File: config.mk
export PLATFORM = sky130hd
export DESIGN_NAME = uart_txrx
export DESIGN_NICKNAME = d
export VERILOG_FILES = /design/src/rtl/uart_pkg.sv /design/src/rtl/uart_rx.sv /design/src/rtl/uart_tx.sv /design/src/rtl/uart_txrx.sv
export SDC_FILE = /design/constraint.sdc
export NUM_CORES = 1
export LEC_CHECK = 0
export CORE_ASPECT_RATIO = 2
export CORE_MARGIN = 2
export CORE_UTILIZATION = 62
export DETAILED_ROUTE_END_ITERATION = 16
export GPL_ROUTABILITY_DRIVEN = 0
export PLACE_DENSITY_LB_ADDON = 0.3
export SYNTH_ARGS = -nofsm -noshare
export SYNTH_HDL_FRONTEND = slang
export SYNTH_SLANG_ARGS = --single-unit
File: constraint.sdc
create_clock -name i_Clock -period 4.07 [get_ports i_Clock]
set_clock_uncertainty 0.2 [all_clocks]
set_input_delay 1.221 -clock i_Clock [delete_from_list [all_inputs] [get_ports i_Clock]]
set_output_delay 1.221 -clock i_Clock [all_outputs]
set_load 0.02 [all_outputs]
File: src/rtl/uart_pkg.sv
// Shared definitions for the 8N1 UART core.
// State encodings for both directions and the frame data width.
package uart_pkg;

    localparam int DATA_BITS = 8;

    typedef enum logic [2:0] {
        TX_IDLE,
        TX_START,
        TX_DATA,
        TX_STOP,
        TX_CLEANUP
    } tx_state_t;

    typedef enum logic [2:0] {
        RX_IDLE,
        RX_START,
        RX_DATA,
        RX_STOP,
        RX_CLEANUP
    } rx_state_t;

endpackage

File: src/rtl/uart_rx.sv
// 8N1 deserialiser with a two-flop input synchroniser.
// Samples mid-bit; a low stop bit drops the frame without a strobe.
module uart_rx
    import uart_pkg::*;
#(
    parameter int CLKS_PER_BIT = 217
) (
    input  logic       i_Clock,
    input  logic       i_Reset,
    input  logic       i_uart_rx,
    output logic       o_RX_DV,
    output logic [7:0] o_RX_Byte
);

    localparam int CW = (CLKS_PER_BIT > 1) ? $clog2(CLKS_PER_BIT) : 1;
    localparam logic [CW-1:0] LAST = CW'(CLKS_PER_BIT - 1);
    localparam logic [CW-1:0] HALF = CW'((CLKS_PER_BIT - 1) / 2);
    localparam logic [2:0] LAST_BIT = 3'(DATA_BITS - 1);

    rx_state_t   state;
    logic [CW-1:0] cnt;
    logic [2:0]  idx;
    logic [7:0]  shreg;
    logic        sync1;
    logic        sync2;

    always_ff @(posedge i_Clock or posedge i_Reset) begin
        if (i_Reset) begin
            sync1     <= 1'b1;
            sync2     <= 1'b1;
            state     <= RX_IDLE;
            cnt       <= '0;
            idx       <= '0;
            shreg     <= '0;
            o_RX_DV   <= 1'b0;
            o_RX_Byte <= '0;
        end else begin
            sync1   <= i_uart_rx;
            sync2   <= sync1;
            o_RX_DV <= 1'b0;
            case (state)
                RX_IDLE: begin
                    cnt <= '0;
                    idx <= '0;
                    if (!sync2) state <= RX_START;
                end
                RX_START: begin
                    if (cnt == HALF) begin
                        cnt   <= '0;
                        state <= sync2 ? RX_IDLE : RX_DATA;
                    end else begin
                        cnt <= cnt + 1'b1;
                    end
                end
                RX_DATA: begin
                    if (cnt == LAST) begin
                        cnt        <= '0;
                        shreg[idx] <= sync2;
                        if (idx == LAST_BIT) begin
                            state <= RX_STOP;
                        end else begin
                            idx <= idx + 1'b1;
                        end
                    end else begin
                        cnt <= cnt + 1'b1;
                    end
                end
                RX_STOP: begin
                    if (cnt == LAST) begin
                        cnt   <= '0;
                        state <= RX_CLEANUP;
                        if (sync2) begin
                            o_RX_Byte <= shreg;
                            o_RX_DV   <= 1'b1;
                        end
                    end else begin
                        cnt <= cnt + 1'b1;
                    end
                end
                RX_CLEANUP: state <= RX_IDLE;
                default:    state <= RX_IDLE;
            endcase
        end
    end

endmodule

File: src/rtl/uart_tx.sv
// 8N1 serialiser: one start bit, eight data bits LSB first, one stop bit.
// Line, active and done are registered so reset forces them immediately.
module uart_tx
    import uart_pkg::*;
#(
    parameter int CLKS_PER_BIT = 217
) (
    input  logic       i_Clock,
    input  logic       i_Reset,
    input  logic       i_TX_DV,
    input  logic [7:0] i_TX_Byte,
    output logic       o_TX_Active,
    output logic       o_uart_tx,
    output logic       o_TX_Done
);

    localparam int CW = (CLKS_PER_BIT > 1) ? $clog2(CLKS_PER_BIT) : 1;
    localparam logic [CW-1:0] LAST = CW'(CLKS_PER_BIT - 1);
    localparam logic [2:0] LAST_BIT = 3'(DATA_BITS - 1);

    tx_state_t   state;
    logic [CW-1:0] cnt;
    logic [2:0]  idx;
    logic [7:0]  data;
    logic        line;
    logic        busy;

    always_ff @(posedge i_Clock or posedge i_Reset) begin
        if (i_Reset) begin
            state <= TX_IDLE;
            cnt   <= '0;
            idx   <= '0;
            data  <= '0;
        end else begin
            case (state)
                TX_IDLE: begin
                    cnt <= '0;
                    idx <= '0;
                    if (i_TX_DV) begin
                        data  <= i_TX_Byte;
                        state <= TX_START;
                    end
                end
                TX_START: begin
                    if (cnt == LAST) begin
                        cnt   <= '0;
                        state <= TX_DATA;
                    end else begin
                        cnt <= cnt + 1'b1;
                    end
                end
                TX_DATA: begin
                    if (cnt == LAST) begin
                        cnt <= '0;
                        if (idx == LAST_BIT) begin
                            state <= TX_STOP;
                        end else begin
                            idx <= idx + 1'b1;
                        end
                    end else begin
                        cnt <= cnt + 1'b1;
                    end
                end
                TX_STOP: begin
                    if (cnt == LAST) begin
                        cnt   <= '0;
                        state <= TX_CLEANUP;
                    end else begin
                        cnt <= cnt + 1'b1;
                    end
                end
                TX_CLEANUP: state <= TX_IDLE;
                default:    state <= TX_IDLE;
            endcase
        end
    end

    always_comb begin
        line = 1'b1;
        case (state)
            TX_START: line = 1'b0;
            TX_DATA:  line = data[idx];
            default:  line = 1'b1;
        endcase
    end

    assign busy = (state == TX_START) || (state == TX_DATA) ||
                  (state == TX_STOP);

    // One register stage behind the FSM: line moves the cycle after DV.
    always_ff @(posedge i_Clock or posedge i_Reset) begin
        if (i_Reset) begin
            o_uart_tx   <= 1'b1;
            o_TX_Active <= 1'b0;
            o_TX_Done   <= 1'b0;
        end else begin
            o_uart_tx   <= line;
            o_TX_Active <= busy;
            o_TX_Done   <= (state == TX_CLEANUP);
        end
    end

endmodule

File: src/rtl/uart_txrx.sv
// Full-duplex 8N1 UART: independent transmitter and receiver halves
// sharing only clock, reset and the bit-period parameter.
module uart_txrx #(
    parameter int CLKS_PER_BIT = 217
) (
    input  logic       i_Clock,
    input  logic       i_Reset,
    input  logic       i_TX_DV,
    input  logic [7:0] i_TX_Byte,
    output logic       o_TX_Active,
    output logic       o_uart_tx,
    output logic       o_TX_Done,
    input  logic       i_uart_rx,
    output logic       o_RX_DV,
    output logic [7:0] o_RX_Byte
);

    uart_tx #(.CLKS_PER_BIT(CLKS_PER_BIT)) u_tx (
        .i_Clock     (i_Clock),
        .i_Reset     (i_Reset),
        .i_TX_DV     (i_TX_DV),
        .i_TX_Byte   (i_TX_Byte),
        .o_TX_Active (o_TX_Active),
        .o_uart_tx   (o_uart_tx),
        .o_TX_Done   (o_TX_Done)
    );

    uart_rx #(.CLKS_PER_BIT(CLKS_PER_BIT)) u_rx (
        .i_Clock   (i_Clock),
        .i_Reset   (i_Reset),
        .i_uart_rx (i_uart_rx),
        .o_RX_DV   (o_RX_DV),
        .o_RX_Byte (o_RX_Byte)
    );

endmodule

==> run metrics, run 1 <==
status=finished, final reports clean; P_leak=1.46 nW; Tcrit/Tclk final=69.9%; Finish-stage setup viols=0; CP top delay family=buffers and inverters; row count=34; post-CTS sizing=0; non-filler cells, final=340; post-synthesis net count=276; synthesized instance count=256; critical path launch point=u_tx.o_uart_tx; WP depth=1; CP arrival=1.42 ns; Power, Total=1.06 mW; Detail Route Antenna Nets=0; clock sink total=58; initial DRC count=66; Slew @ Worst Pin=0.942 ns; crit-path max cell delay=0.59 ns; FF-to-FF path depth=4; Slowest cell on crit path=clkdlybuf4s50_1; total CTS buffers=9; critical path class=flip-flop to primary output; CTS tree=done; Layout Nets=301; worst setup path endpoint=o_uart_tx; endpoints failing hold=0; DR pass1 iterations=5; Syn Area/Cell=11.1 um^2; Core Util, Final=74.4%; via count=2073; clock latency at the later pin of the worst-skew pair=0.33 ns; reg2reg start=u_tx.state[1]; Die W=51.8 um; vias in the first global route=2123; largest cells by area after synthesis=dfrtp_1, mux2_2, nand2_1, ha_1, nand3_1; Post-Synthesis Cell Area=0.00284 mm^2; Seq/Total Area, Yosys=51.3%; area share of the largest cell type after synthesis=48.5%; commonest cells after routing, fill and taps aside=dfrtp_1, nand2_1, mux2_2, clkdlybuf4s50_1, nand3_1; Cells after DPL=324; Worst Path Required=2.65 ns; Worst Path Buf+Inv=1; die area=0.00517 mm^2; Residual DRC=0; cell-by-cell trace of the critical path=clkdlybuf4s50_1; All-Layer GR Usage=23.9%; reg2reg end=u_tx.cnt[4]; max-cap viol count=0; Core Footprint=0.00438 mm^2; fmax=352 MHz; vias per cell=6.10; P&R area growth vs syn=14.9%; commonest non-fill, non-tap cell in the layout=dfrtp_1; CTS max path bufs=2; first-pass GRT wire length=9340 um; Starting Density=64.8%; startpoint types=flip-flop; Fin Setup TNS=0 ns; share of cells above drive strength 1=17.8%; Clock transition at path regs=0.06 ns; hold buffer count at cts=0; Max Fanout on Critical Path=1; FF+latch count, synth=58; maximum vdd drop=0.269 mV; Avg WL per Cell=15.2 um; Final Cell Area=0.00326 mm^2; pwr/cell area=324 mW/mm^2; Final HPWL DP=3660 um; Distinct cells, synth=49; Crit. End Element=primary output; reg2reg setup slack=1.76 ns; Slew Limit Fails=0; Die Height=99.7 um; HP Class=flip-flop to flip-flop; Port Buffer Count=23; postcts setup bufs=0; initial antenna violation count=0; CTS Root Cell=clkbuf_8; relative slew slack=37.2%; Area after DPL=0.00310 mm^2; cell taking the most area after synthesis=dfrtp_1; # diodes=0; Post-Route WL=5160 um; fillers=310; RSZ-0062 raised after global routing=false; total global routing overflow=0; Ports=24; H-tree depth=3; Syn. warnings=0; pin count of the biggest net entering global routing=59; Final min period=2.84 ns
==> worst reg2reg max path: cells and delay by family (launching register included) <==
| family | cells | cell delay, ns |
|---|---|---|
| AOI/OAI and AO/OA | 4 | 1.36 |
| DFF | 1 | 0.67 |
==> registers in the layout, indices dropped and copies added, names as in the netlist <==
| name | count |
|---|---|
| u_rx.o_RX_Byte | 8 |
| u_rx.idx | 3 |
| u_rx.sync2 | 1 |
| u_tx.o_TX_Active | 1 |
| u_rx.state | 3 |
| u_rx.cnt | 8 |
| u_rx.o_RX_DV | 1 |
| u_tx.idx | 3 |
| u_tx.state | 3 |
| u_rx.sync1 | 1 |
| u_tx.data | 8 |
| u_tx.cnt | 8 |
| u_rx.shreg | 8 |
| u_tx.o_uart_tx | 1 |
| u_tx.o_TX_Done | 1 |
==> Yosys cell counts (all sizes together) <==
library cell  count
dfrtp            55
o2bb2ai           2
o22a              1
mux2i             3
a311oi            1
mux4              2
o31ai             1
nand3            17
o22ai             1
and3              4
nor4              6
nand2            29
ha                8
o21ai            10
a41oi             2
a21oi             9
xnor2             2
mux2             25
nor3b             2
xor2              2
and2              2
nand3b            1
nand4bb           2
a21o              2
inv              11
nor2              9
nor3             13
clkinv            1
nand4             3
o211ai            3
a31oi             4
dfstp             3
buf               4
o21bai            1
clkbuf            6
and4bb            3
or2               2
a22o              2
a211oi            1
o31a              1
==> final cells by class <==
| type | instances | area [um^2] | share of cell area [%] |
|---|---|---|---|
| sequential | 58 | 1460 | 44.6 |
| clock buffer | 13 | 149 | 4.56 |
| tap | 54 | 67.6 | 2.07 |
| multi-input combinational | 176 | 1290 | 39.6 |
| timing repair buffer | 24 | 238 | 7.29 |
| clock inverter | 3 | 15.0 | 0.460 |
| inverter | 12 | 45.0 | 1.38 |
==> metrics by stage <==
step | hold slack [ns] | setup slack, ns
global placement | 0.147 | 1.28
finish | 0.156 | 1.23
CTS | 0.156 | 1.21
global route | 0.163 | 1.18
floorplan | 0.145 | 1.23
detailed placement | 0.147 | 1.23
==> how the worst min path moves through the flow <==
| stage | startpoint | to | cells after the start |
|---|---|---|---|
| after global placement | u_rx.sync1 | u_rx.sync2 | 0 |
| after floorplan | u_rx.sync1 | u_rx.sync2 | 0 |
| after CTS | u_rx.sync1 | u_rx.sync2 | 0 |
| after global routing | u_rx.sync1 | u_rx.sync2 | 0 |
| after detailed placement | u_rx.sync1 | u_rx.sync2 | 0 |
| final | u_rx.sync1 | u_rx.sync2 | 0 |
==> power by group <==
group / total, mW / switching (mW) / leakage, nW / internal (mW)
clock: 0.441 / 0.207 / 0.0872 / 0.235
combinational: 0.0285 / 0.0136 / 0.623 / 0.0149
sequential: 0.586 / 0.00349 / 0.751 / 0.583
total: 1.06 / 0.224 / 1.46 / 0.832
==> cells by family (layout without fill, tap and decap cells) <==
family	count (synthesis)	in the layout	share of synthesized area, %
compound gates	41	41	9.35
fa+ha+maj	8	8	3.53
buf+inv	22	52	3.17
simple gates	93	93	18.9
xor+xnor	4	4	1.23
flops	58	58	51.3
mux	30	30	12.6
==> layer usage <==
metal	global-route usage (%)	routed length, um
met5	0	0
met4	13.2	127
met3	3.90	112
met2	40.3	2890
met1	27.9	2020
(Power assumes the default switching activity.)
==> inputs of run 2 (changes only) <==
Settings changed: CORE_UTILIZATION 62 to 57.
Clock period 4.07 ns to 2.75 ns, I/O delays scaled along.
==> run 2 against run 1 <==
Cell count rose by 1.5%. Sequential power grew 48%. Global-route usage fell by 1.2 points. Power up 55%. Critical path depth stayed put. Critical path type unchanged. Flip-flop and latch count unchanged. Largest cell class unchanged. Non-clock buffer count is 2 higher. Via count is 1.3% lower. Highest routed layer unchanged.
==> run metrics, run 2 (synthesized netlist as in run 1, its figures left out) <==
Ports=24; crit-path max cell delay=0.59 ns; hold buffer count at cts=0; Clock transition at path regs=0.06 ns; sw power=0.350 mW; Starting Density=58.9%; Finish-stage setup viols=0; Final HPWL DP=3870 um; share of total power in combinational logic=2.8%; Post-Route WL=5400 um; DR top layer=met4; Die Height=104 um; Die W=53.9 um; Final min period=2.46 ns; Layout Nets=303; HP Class=flip-flop to flip-flop; CTS max path bufs=2; share of cells above drive strength 1=18.8%; P_leak=1.48 nW; status=finished, final reports clean; Port Buffer Count=23; endpoints failing hold=0; # diodes=0; post-CTS sizing=0; CP top delay family=buffers and inverters; initial antenna violation count=0; first-pass GRT wire length=9250 um; fillers=371; commonest cells after routing, fill and taps aside=dfrtp_1, nand2_1, mux2_2, clkdlybuf4s50_1, nand3_1; pwr/cell area=494 mW/mm^2; CTS tree=done; fmax=407 MHz; P&R area growth vs syn=16.7%; Slowest cell on crit path=clkdlybuf4s50_1; clock sink total=58; cell-by-cell trace of the critical path=clkdlybuf4s50_1; maximum vdd drop=0.420 mV; postcts setup bufs=0; RSZ-0062 raised after global routing=false; Slew Limit Fails=0; Worst Path Required=1.73 ns; initial DRC count=37; register share of total power=53.1%; clock latency at the later pin of the worst-skew pair=0.34 ns; worst hold margin=0.156 ns; CTS Root Cell=clkbuf_8; clock share of power=44.1%; Tcrit/Tclk final=89.4%; commonest non-fill, non-tap cell in the layout=dfrtp_1; vias per cell=5.93; Fin Setup TNS=0 ns; Residual DRC=0; DRT met1 WL=2090 um; Detail Route Antenna Nets=0; All-Layer GR Usage=22.7%; met3 wire len=147 um; vias in the first global route=2057; row count=36; non-filler cells, final=345; Core Footprint=0.00482 mm^2; Slew @ Worst Pin=0.688 ns; die area=0.00559 mm^2; Cells after DPL=329; total CTS buffers=9; wire length on met2=3000 um; max-cap viol count=0; Power, Total=1.63 mW; DR pass1 iterations=4; Avg WL per Cell=15.7 um; Int Pwr=1.28 mW; relative slew slack=53.9%; startpoint types=flip-flop; CP arrival=1.43 ns; Sw Share=21.4%; via count=2047; Max Fanout on Critical Path=1; H-tree depth=3; total global routing overflow=0; critical path class=flip-flop to primary output; Worst Path Buf+Inv=1; pin count of the biggest net entering global routing=59; Crit. End Element=primary output
[run 2: area by class of cell]
cell class,instances,area [um^2],area share [%]
inverters,12,45.0,1.36
clock buffers,14,173,5.21
multi-input cells,176,1290,39.0
clock inverters,2,10.0,0.302
repair buffers,26,265,8.01
flip-flops and latches,58,1460,43.9
well taps,57,71.3,2.15
[run 2: power groups by stage]
stage	Clock [mW]	Sequential, mW	Combinational (mW)
after floorplan	0	0.880	0.0237
after global placement	0	0.883	0.0467
after detailed placement	0	0.883	0.0474
after CTS	0.735	0.868	0.0476
after global routing	0.774	0.868	0.0514
final	0.721	0.868	0.0457
[run 2: final timing paths]
| path | start | endpoint | slack [ns] | cells past startpoint |
|---|---|---|---|---|
| worst max-delay path | u_tx.o_uart_tx | o_uart_tx | 0.29 | 1 |
| worst min-delay path | u_rx.sync1 | u_rx.sync2 | 0.16 | 0 |
| worst max register to register | u_rx.cnt[0] | u_rx.cnt[6] | 0.60 | 6 |
| worst min register to register | u_rx.sync1 | u_rx.sync2 | 0.16 | 0 |
| max in group asynchronous | i_Reset | u_tx.o_uart_tx | 1.39 | 3 |
| min in group asynchronous | i_Reset | u_tx.o_TX_Done | 0.65 | 3 |
[run 2: through the flow]
step / instance area [um^2] / setup WS [ns] / util [%]
floorplan: 2840 / 0.302 / -
global placement: 3130 / 0.355 / 64.9
detailed placement: 3130 / 0.317 / 64.9
CTS: 3310 / 0.271 / 68.7
global route: 3310 / 0.248 / 68.7
finish: 3310 / 0.290 / 68.7
[run 2: routing by layer]
| metal | global-route usage, % | up-vias |
|---|---|---|
| met5 | 0 | - |
| met4 | 10.8 | 0 |
| met3 | 7.06 | 14 |
| met2 | 36.8 | 35 |
| met1 | 25.9 | 1010 |
| li1 | - | 988 |
